===== config.mk =====
export PLATFORM = sky130hd
export DESIGN_NAME = match_score_ctrl
export DESIGN_NICKNAME = d
export VERILOG_FILES = /design/src/rtl/match_score_ctrl.sv
export SDC_FILE = /design/constraint.sdc
export NUM_CORES = 1
export LEC_CHECK = 0
export CAP_MARGIN = 10
export CORE_ASPECT_RATIO = 1.5
export CORE_UTILIZATION = 46
export CTS_CLUSTER_DIAMETER = 150
export DETAILED_ROUTE_END_ITERATION = 10
export GPL_TIMING_DRIVEN = 0
export MAX_ROUTING_LAYER = met4
export PLACE_DENSITY = 0.7
export SYNTH_ARGS = -nofsm -noshare
export SYNTH_HDL_FRONTEND = slang
export SYNTH_SLANG_ARGS = --single-unit
export TNS_END_PERCENT = 30

===== constraint.sdc =====
create_clock -name clk -period 3 [get_ports clk]
set_input_delay 0.6 -clock clk [delete_from_list [all_inputs] [get_ports clk]]
set_output_delay 0.6 -clock clk [all_outputs]
set_load 0.05 [all_outputs]

===== src/rtl/match_score_ctrl.sv =====
// match_score_ctrl: match-level controller for two BCD win counters.
//
// Takes per-round win pulses from two players, applies them to each player's
// two-digit BCD score and sequences the match through IDLE, PLAY, a post-score
// lockout (LOCK) and OVER. When a player reaches the target score the winner is
// latched and a one-cycle tone request is issued to the speaker block.
//
// Optional feature (macro ROUND_LIMIT_EN): a round counter ends the match after
// MAX_ROUNDS accepted events (decisive or draw). The higher score wins, and
// equal scores give a tie. Without the macro, MAX_ROUNDS is unused.
//
// Ports:
//   clk      in   system clock, posedge
//   rst      in   asynchronous active-high reset
//   start    in   pulse, starts a new match from IDLE or OVER
//   abort    in   level, forces IDLE (scores and winner held)
//   win_p1   in   pulse, player 1 won the round
//   win_p2   in   pulse, player 2 won the round
//   p1_ones  out  player 1 ones BCD digit
//   p1_tens  out  player 1 tens BCD digit
//   p2_ones  out  player 2 ones BCD digit
//   p2_tens  out  player 2 tens BCD digit
//   state    out  0=IDLE 1=PLAY 2=LOCK 3=OVER
//   winner   out  0=none 1=P1 2=P2 3=tie
//   tone_req out  one-cycle pulse in the first OVER cycle
//   busy     out  high in PLAY or LOCK
module match_score_ctrl #(
  parameter int unsigned TARGET_TENS = 2,
  parameter int unsigned TARGET_ONES = 1,
  parameter int unsigned LOCK_CYCLES = 4,
  parameter int unsigned MAX_ROUNDS  = 30
) (
  input  logic       clk,
  input  logic       rst,
  input  logic       start,
  input  logic       abort,
  input  logic       win_p1,
  input  logic       win_p2,
  output logic [3:0] p1_ones,
  output logic [3:0] p1_tens,
  output logic [3:0] p2_ones,
  output logic [3:0] p2_tens,
  output logic [1:0] state,
  output logic [1:0] winner,
  output logic       tone_req,
  output logic       busy
);

  typedef enum logic [1:0] {
    StIdle = 2'd0,
    StPlay = 2'd1,
    StLock = 2'd2,
    StOver = 2'd3
  } state_e;

  localparam logic [7:0] Target = {4'(TARGET_TENS), 4'(TARGET_ONES)};
  localparam bit LockEn = (LOCK_CYCLES != 0);
  localparam int unsigned LockW = (LOCK_CYCLES > 1) ? $clog2(LOCK_CYCLES) : 1;
  // The counter holds the number of LOCK cycles still to follow the current one.
  localparam logic [LockW-1:0] LockLoad = LockEn ? LockW'(LOCK_CYCLES - 1) : '0;

  state_e           state_q, state_d;
  logic [7:0]       p1_q, p1_d;     // {tens, ones}
  logic [7:0]       p2_q, p2_d;
  logic [1:0]       winner_q, winner_d;
  logic             tone_q, tone_d;
  logic             busy_q, busy_d;
  logic [LockW-1:0] lock_q, lock_d;

  logic       round_event;   // decisive or draw event accepted in PLAY
  logic       round_clear;   // new match started
  logic       limit_hit;     // this event exhausts the round budget
  logic [7:0] p1_inc, p2_inc;

  // BCD increment of a two-digit score; holds at the target so a score never
  // runs past it.
  function automatic logic [7:0] bcd_inc(input logic [7:0] s);
    logic [7:0] r;
    if (s == Target) begin
      r = s;
    end else if (s[3:0] == 4'd9) begin
      r = {s[7:4] + 4'd1, 4'd0};
    end else begin
      r = {s[7:4], s[3:0] + 4'd1};
    end
    return r;
  endfunction

  // Tie-break for a match that ends on the round limit; BCD digits compare
  // numerically when taken as one 8-bit value.
  function automatic logic [1:0] lead(input logic [7:0] a, input logic [7:0] b);
    logic [1:0] r;
    if (a > b) begin
      r = 2'd1;
    end else if (a < b) begin
      r = 2'd2;
    end else begin
      r = 2'd3;
    end
    return r;
  endfunction

`ifdef ROUND_LIMIT_EN
  localparam int unsigned RoundW = $clog2(MAX_ROUNDS + 1);

  logic [RoundW-1:0] rounds_q, rounds_d;

  assign limit_hit = ((rounds_q + 1'b1) == RoundW'(MAX_ROUNDS));

  always_comb begin
    rounds_d = rounds_q;
    if (round_clear) begin
      rounds_d = '0;
    end else if (round_event) begin
      rounds_d = rounds_q + 1'b1;
    end
  end

  always_ff @(posedge clk or posedge rst) begin
    if (rst) begin
      rounds_q <= '0;
    end else begin
      rounds_q <= rounds_d;
    end
  end
`else
  assign limit_hit = 1'b0;
`endif

  assign p1_inc = bcd_inc(p1_q);
  assign p2_inc = bcd_inc(p2_q);

  always_comb begin
    state_d     = state_q;
    p1_d        = p1_q;
    p2_d        = p2_q;
    winner_d    = winner_q;
    tone_d      = 1'b0;
    lock_d      = lock_q;
    round_event = 1'b0;
    round_clear = 1'b0;

    if (abort) begin
      state_d = StIdle;
      lock_d  = '0;
    end else begin
      unique case (state_q)
        StIdle, StOver: begin
          if (start) begin
            state_d     = StPlay;
            p1_d        = '0;
            p2_d        = '0;
            winner_d    = 2'd0;
            round_clear = 1'b1;
          end
        end

        StPlay: begin
          if (win_p1 ^ win_p2) begin
            round_event = 1'b1;
            if (win_p1) begin
              p1_d = p1_inc;
            end else begin
              p2_d = p2_inc;
            end
            if (win_p1 && (p1_inc == Target)) begin
              state_d  = StOver;
              winner_d = 2'd1;
              tone_d   = 1'b1;
            end else if (win_p2 && (p2_inc == Target)) begin
              state_d  = StOver;
              winner_d = 2'd2;
              tone_d   = 1'b1;
            end else if (limit_hit) begin
              state_d  = StOver;
              winner_d = win_p1 ? lead(p1_inc, p2_q) : lead(p1_q, p2_inc);
              tone_d   = 1'b1;
            end else if (LockEn) begin
              state_d = StLock;
              lock_d  = LockLoad;
            end
          end else if (win_p1 && win_p2) begin
            // Draw: no score change, but it still uses up a round.
            round_event = 1'b1;
            if (limit_hit) begin
              state_d  = StOver;
              winner_d = lead(p1_q, p2_q);
              tone_d   = 1'b1;
            end
          end
        end

        StLock: begin
          // Win pulses are dropped here, not queued.
          if (lock_q == '0) begin
            state_d = StPlay;
          end else begin
            lock_d = lock_q - 1'b1;
          end
        end

        default: begin
          state_d = StIdle;
        end
      endcase
    end

    busy_d = (state_d == StPlay) || (state_d == StLock);
  end

  always_ff @(posedge clk or posedge rst) begin
    if (rst) begin
      state_q  <= StIdle;
      p1_q     <= '0;
      p2_q     <= '0;
      winner_q <= 2'd0;
      tone_q   <= 1'b0;
      busy_q   <= 1'b0;
      lock_q   <= '0;
    end else begin
      state_q  <= state_d;
      p1_q     <= p1_d;
      p2_q     <= p2_d;
      winner_q <= winner_d;
      tone_q   <= tone_d;
      busy_q   <= busy_d;
      lock_q   <= lock_d;
    end
  end

  assign p1_tens  = p1_q[7:4];
  assign p1_ones  = p1_q[3:0];
  assign p2_tens  = p2_q[7:4];
  assign p2_ones  = p2_q[3:0];
  assign state    = state_q;
  assign winner   = winner_q;
  assign tone_req = tone_q;
  assign busy     = busy_q;

endmodule


==> reports/results.tsv <==
stage	metric	value	unit
global_routing	initial antenna violation count	0	
setup_path	Worst setup EP type	flip-flop	
detailed_routing	post-DR wirelength/cell	15.6	um
clock_tree	H-tree depth	1	
setup_path	WP data required	3.15	ns
die	die width	52.1	um
clock_tree	clock sink count	24	
sta	final hold vios	0	
sta	Max Fclk	393	MHz
clock_tree	Num CTS Buffers	3	
setup_path	CP peak stage delay	0.44	ns
setup_path	Buf+Inv Stages, Crit Path	2	
setup_path	top cell family by delay on the critical path	compound AO/OA/AOI/OAI gates	
power	Switch Pwr	0.779	mW
die	area of the die	4020	sq um
detailed_routing	drt pass-1 iters	4	
synthesis	post-synthesis cell area	1730	sq um
place	PortBufs	26	
setup_path	Worst EP arrival	2.70	ns
setup_path	Worst R2R Start	state[0]$_DFF_PP0_	
sta	fin crit share	0.848	
synthesis	Synth Area in Simple Gates	0.244	
synthesis	synthesized area per cell	8.70	sq um
cells_and_area	area delta synth->final	21.2	%
synthesis	cells after synthesis	199	
worst_hold_path	min-delay src	winner[0]$_DFFE_PP0P_	
power	Total Power	1.61	mW
clock_tree	clk root buf	clkbuf_8	
detailed_routing	final wirelength	4.24	mm
synthesis	EDFF count, synth	0	
synthesis	Synth Area in Adders	0.0506	
sta	unrepaired setup endpoints after global routing	false	
setup_path	Critical Path Fanout Max	10	
power	worst vdd ir	465	uV
sta	Max Clock Skew	0.00283	ns
cells_and_area	final core occ	0.598	
setup_path	Crit Path Class	flip-flop to flip-flop	
global_routing	vias in the first global route	1610	
power	Seq pwr share	0.287	
worst_hold_path	Hold Crit Class	flip-flop to flip-flop	
place	detailed placer's ending HPWL	3.12	mm
power	Clock Power Share	0.138	
sta	final setup fails	0	
global_routing	largest net degree at the start of global routing	25	
synthesis	Mapped Nets	212	
cells_and_area	Final nets	243	
detailed_routing	DR iter-0 viols	58	
die	Core ar.	3510	sq um
clock_tree	clock tree buffer depth	2	
synthesis	Compound-Gate Fraction of Synth Area	0.272	
setup_path	CP most frequent cell	inv_1	
synthesis	flops & latches, synth	24	
place	DP Worst Slack	0.351	ns
sta	final slew viol count	0	
die	Initial Utilization	0.493	
setup_path	Setup crit start kind	flip-flop	
detailed_routing	remaining antenna violation count	0	
cells_and_area	leading cell type in the layout, fill and taps excluded	clkdlybuf4s50_1	
clock_tree	hold bufs inserted after CTS	0	
synthesis	top post-synthesis cells by area	dfrtp_1, ha_1, o21ai_0	
synthesis	largest family of logic cells by synthesized area	compound AO/OA/AOI/OAI gates	
setup_path	Critical-path top delay cell	dfrtp_1	
synthesis	post-synthesis sequential area ratio	0.347	
synthesis	top cell type by total area after synthesis	dfrtp_1	
clock_tree	worst skew pair latency	0.27	ns
power	proportion of power drawn by combinational gates	0.575	
setup_path	r2r setup slk	0.46	ns
setup_path	Critical Path Source	state[0]$_DFF_PP0_	
clock_tree	PostCTS Resize Cnt	0	
global_routing	All-Layer GR Usage	0.244	
synthesis	Syn. warnings	0	
synthesis	XOR/XNOR share of the synthesized area	0.00506	
clock_tree	post-CTS setup buffers	0	
run	number of max-cap violations	0	
detailed_routing	vias per inst	5.99	
die	number of cell rows	26	
power	pwr/cell area	769	nW/um^2
clock_tree	Clk pin slew, worst setup/hold paths	0.09	ns
cells_and_area	Reg area	601	sq um
sta	Slew @ Worst Pin	0.929	ns
cells_and_area	Multi-input gate area	1010	sq um
status	status	complete, no violations	
clock_tree	CTS tree	built	
setup_path	critical-path cell list	inv_1 > ha_1 > nor2b_1 > nor2_1 > o211ai_1 > inv_1 > nand2_1 > o41ai_1	
synthesis	number of distinct library cells after synthesis	60	
sta	TNS Setup	0	ns
cells_and_area	# fillers	313	
place	routability cong.	0.857	
power	Int Pwr	0.835	mW
global_routing	wire length of the first global-routing pass	7.27	mm
power	P_leak	0.836	nW
cells_and_area	# diodes	0	
sta	max_slew headroom	0.380	
detailed_routing	DRC	0	
cells_and_area	fraction of layout cells with a size suffix above 1	0.0961	
synthesis	Main synth FF type	dfrtp_1	
global_routing	GRT Residual Overflow	0	
synthesis	proportion of synthesized area in mux cells	0.0123	
sta	crit path time final	2.54	ns
detailed_routing	via count	1622	
synthesis	Post-synth ARST share	1.00	
synthesis	share of the synthesized area in the top cell type	0.347	
cells_and_area	most frequent cells in the layout	clkdlybuf4s50_1, dfrtp_1, nand2_1, inv_1, o21ai_0	
die	Ports	28	
power	sw frac	0.483	
die	Die Span Y	77.1	um
sta	Final WS setup	0.456	ns
## worst paths after layout
check | cells past startpoint | end
setup / recovery | 8 | p2_q[1]$_DFFE_PP0P_
hold / removal | 1 | winner[0]$_DFFE_PP0P_
setup reg to reg | 8 | p2_q[1]$_DFFE_PP0P_
hold reg to reg | 1 | winner[0]$_DFFE_PP0P_
max in group asynchronous | 2 | busy$_DFF_PP0_
min in group asynchronous | 2 | p1_q[6]$_DFFE_PP0P_
## cell families after synthesis
group           Yosys count
buf+inv                  26
simple gates             72
mux                       2
flops                    24
compound gates           67
xor+xnor                  1
fa+ha+maj                 7
## state kept, by name (all words and copies together) (netlist names)
name      count
state         2
p1_q          8
tone_req      1
lock_q        2
p2_q          8
busy          1
winner        2
## routing by layer
metal | track usage | share of wire | wire (um)
met1 | 0.280 | 0.43 | 1820
met2 | 0.421 | 0.53 | 2230
met3 | 0.0238 | 0.025 | 105
met4 | 0.0946 | 0.018 | 78
met5 | - | 0 | 0
## cells in the mapped netlist (all sizes together), types with 3 or more instances
cell     n
and3     4
o22ai    4
nand2   18
a21oi   13
nor2b    5
nor2    14
o21ai   17
nand2b   3
buf      5
inv     15
nand4    3
nand3    3
dfrtp   24
nor3     9
clkbuf   5
o31ai    6
ha       7
## area by class of cell
cell class | count | share of cell area
multi-input cells | 149 | 0.482
flip-flops and latches | 24 | 0.286
clock buffers | 4 | 0.0262
well taps | 42 | 0.0250
inverters | 16 | 0.0286
repair buffers | 26 | 0.124
plain buffers | 10 | 0.0280
## power groups by stage
stage                     clock (mW)  sequential, mW  combinational [mW]
after floorplan                    0           0.655               0.476
after global placement             0           0.464               0.894
after detailed placement           0           0.468               0.921
after CTS                      0.232           0.461               0.924
after global routing           0.244           0.473                1.01
final                          0.223           0.463               0.928
## per-stage QoR
step / hold WS [ns] / cells / area (sq um)
after floorplan: 0.506 / 199 / 1730
after global placement: 0.501 / 267 / 2040
after detailed placement: 0.504 / 267 / 2040
after CTS: 0.537 / 271 / 2100
after global routing: 0.557 / 271 / 2100
final: 0.541 / 271 / 2100
(Power assumes the default switching activity.)
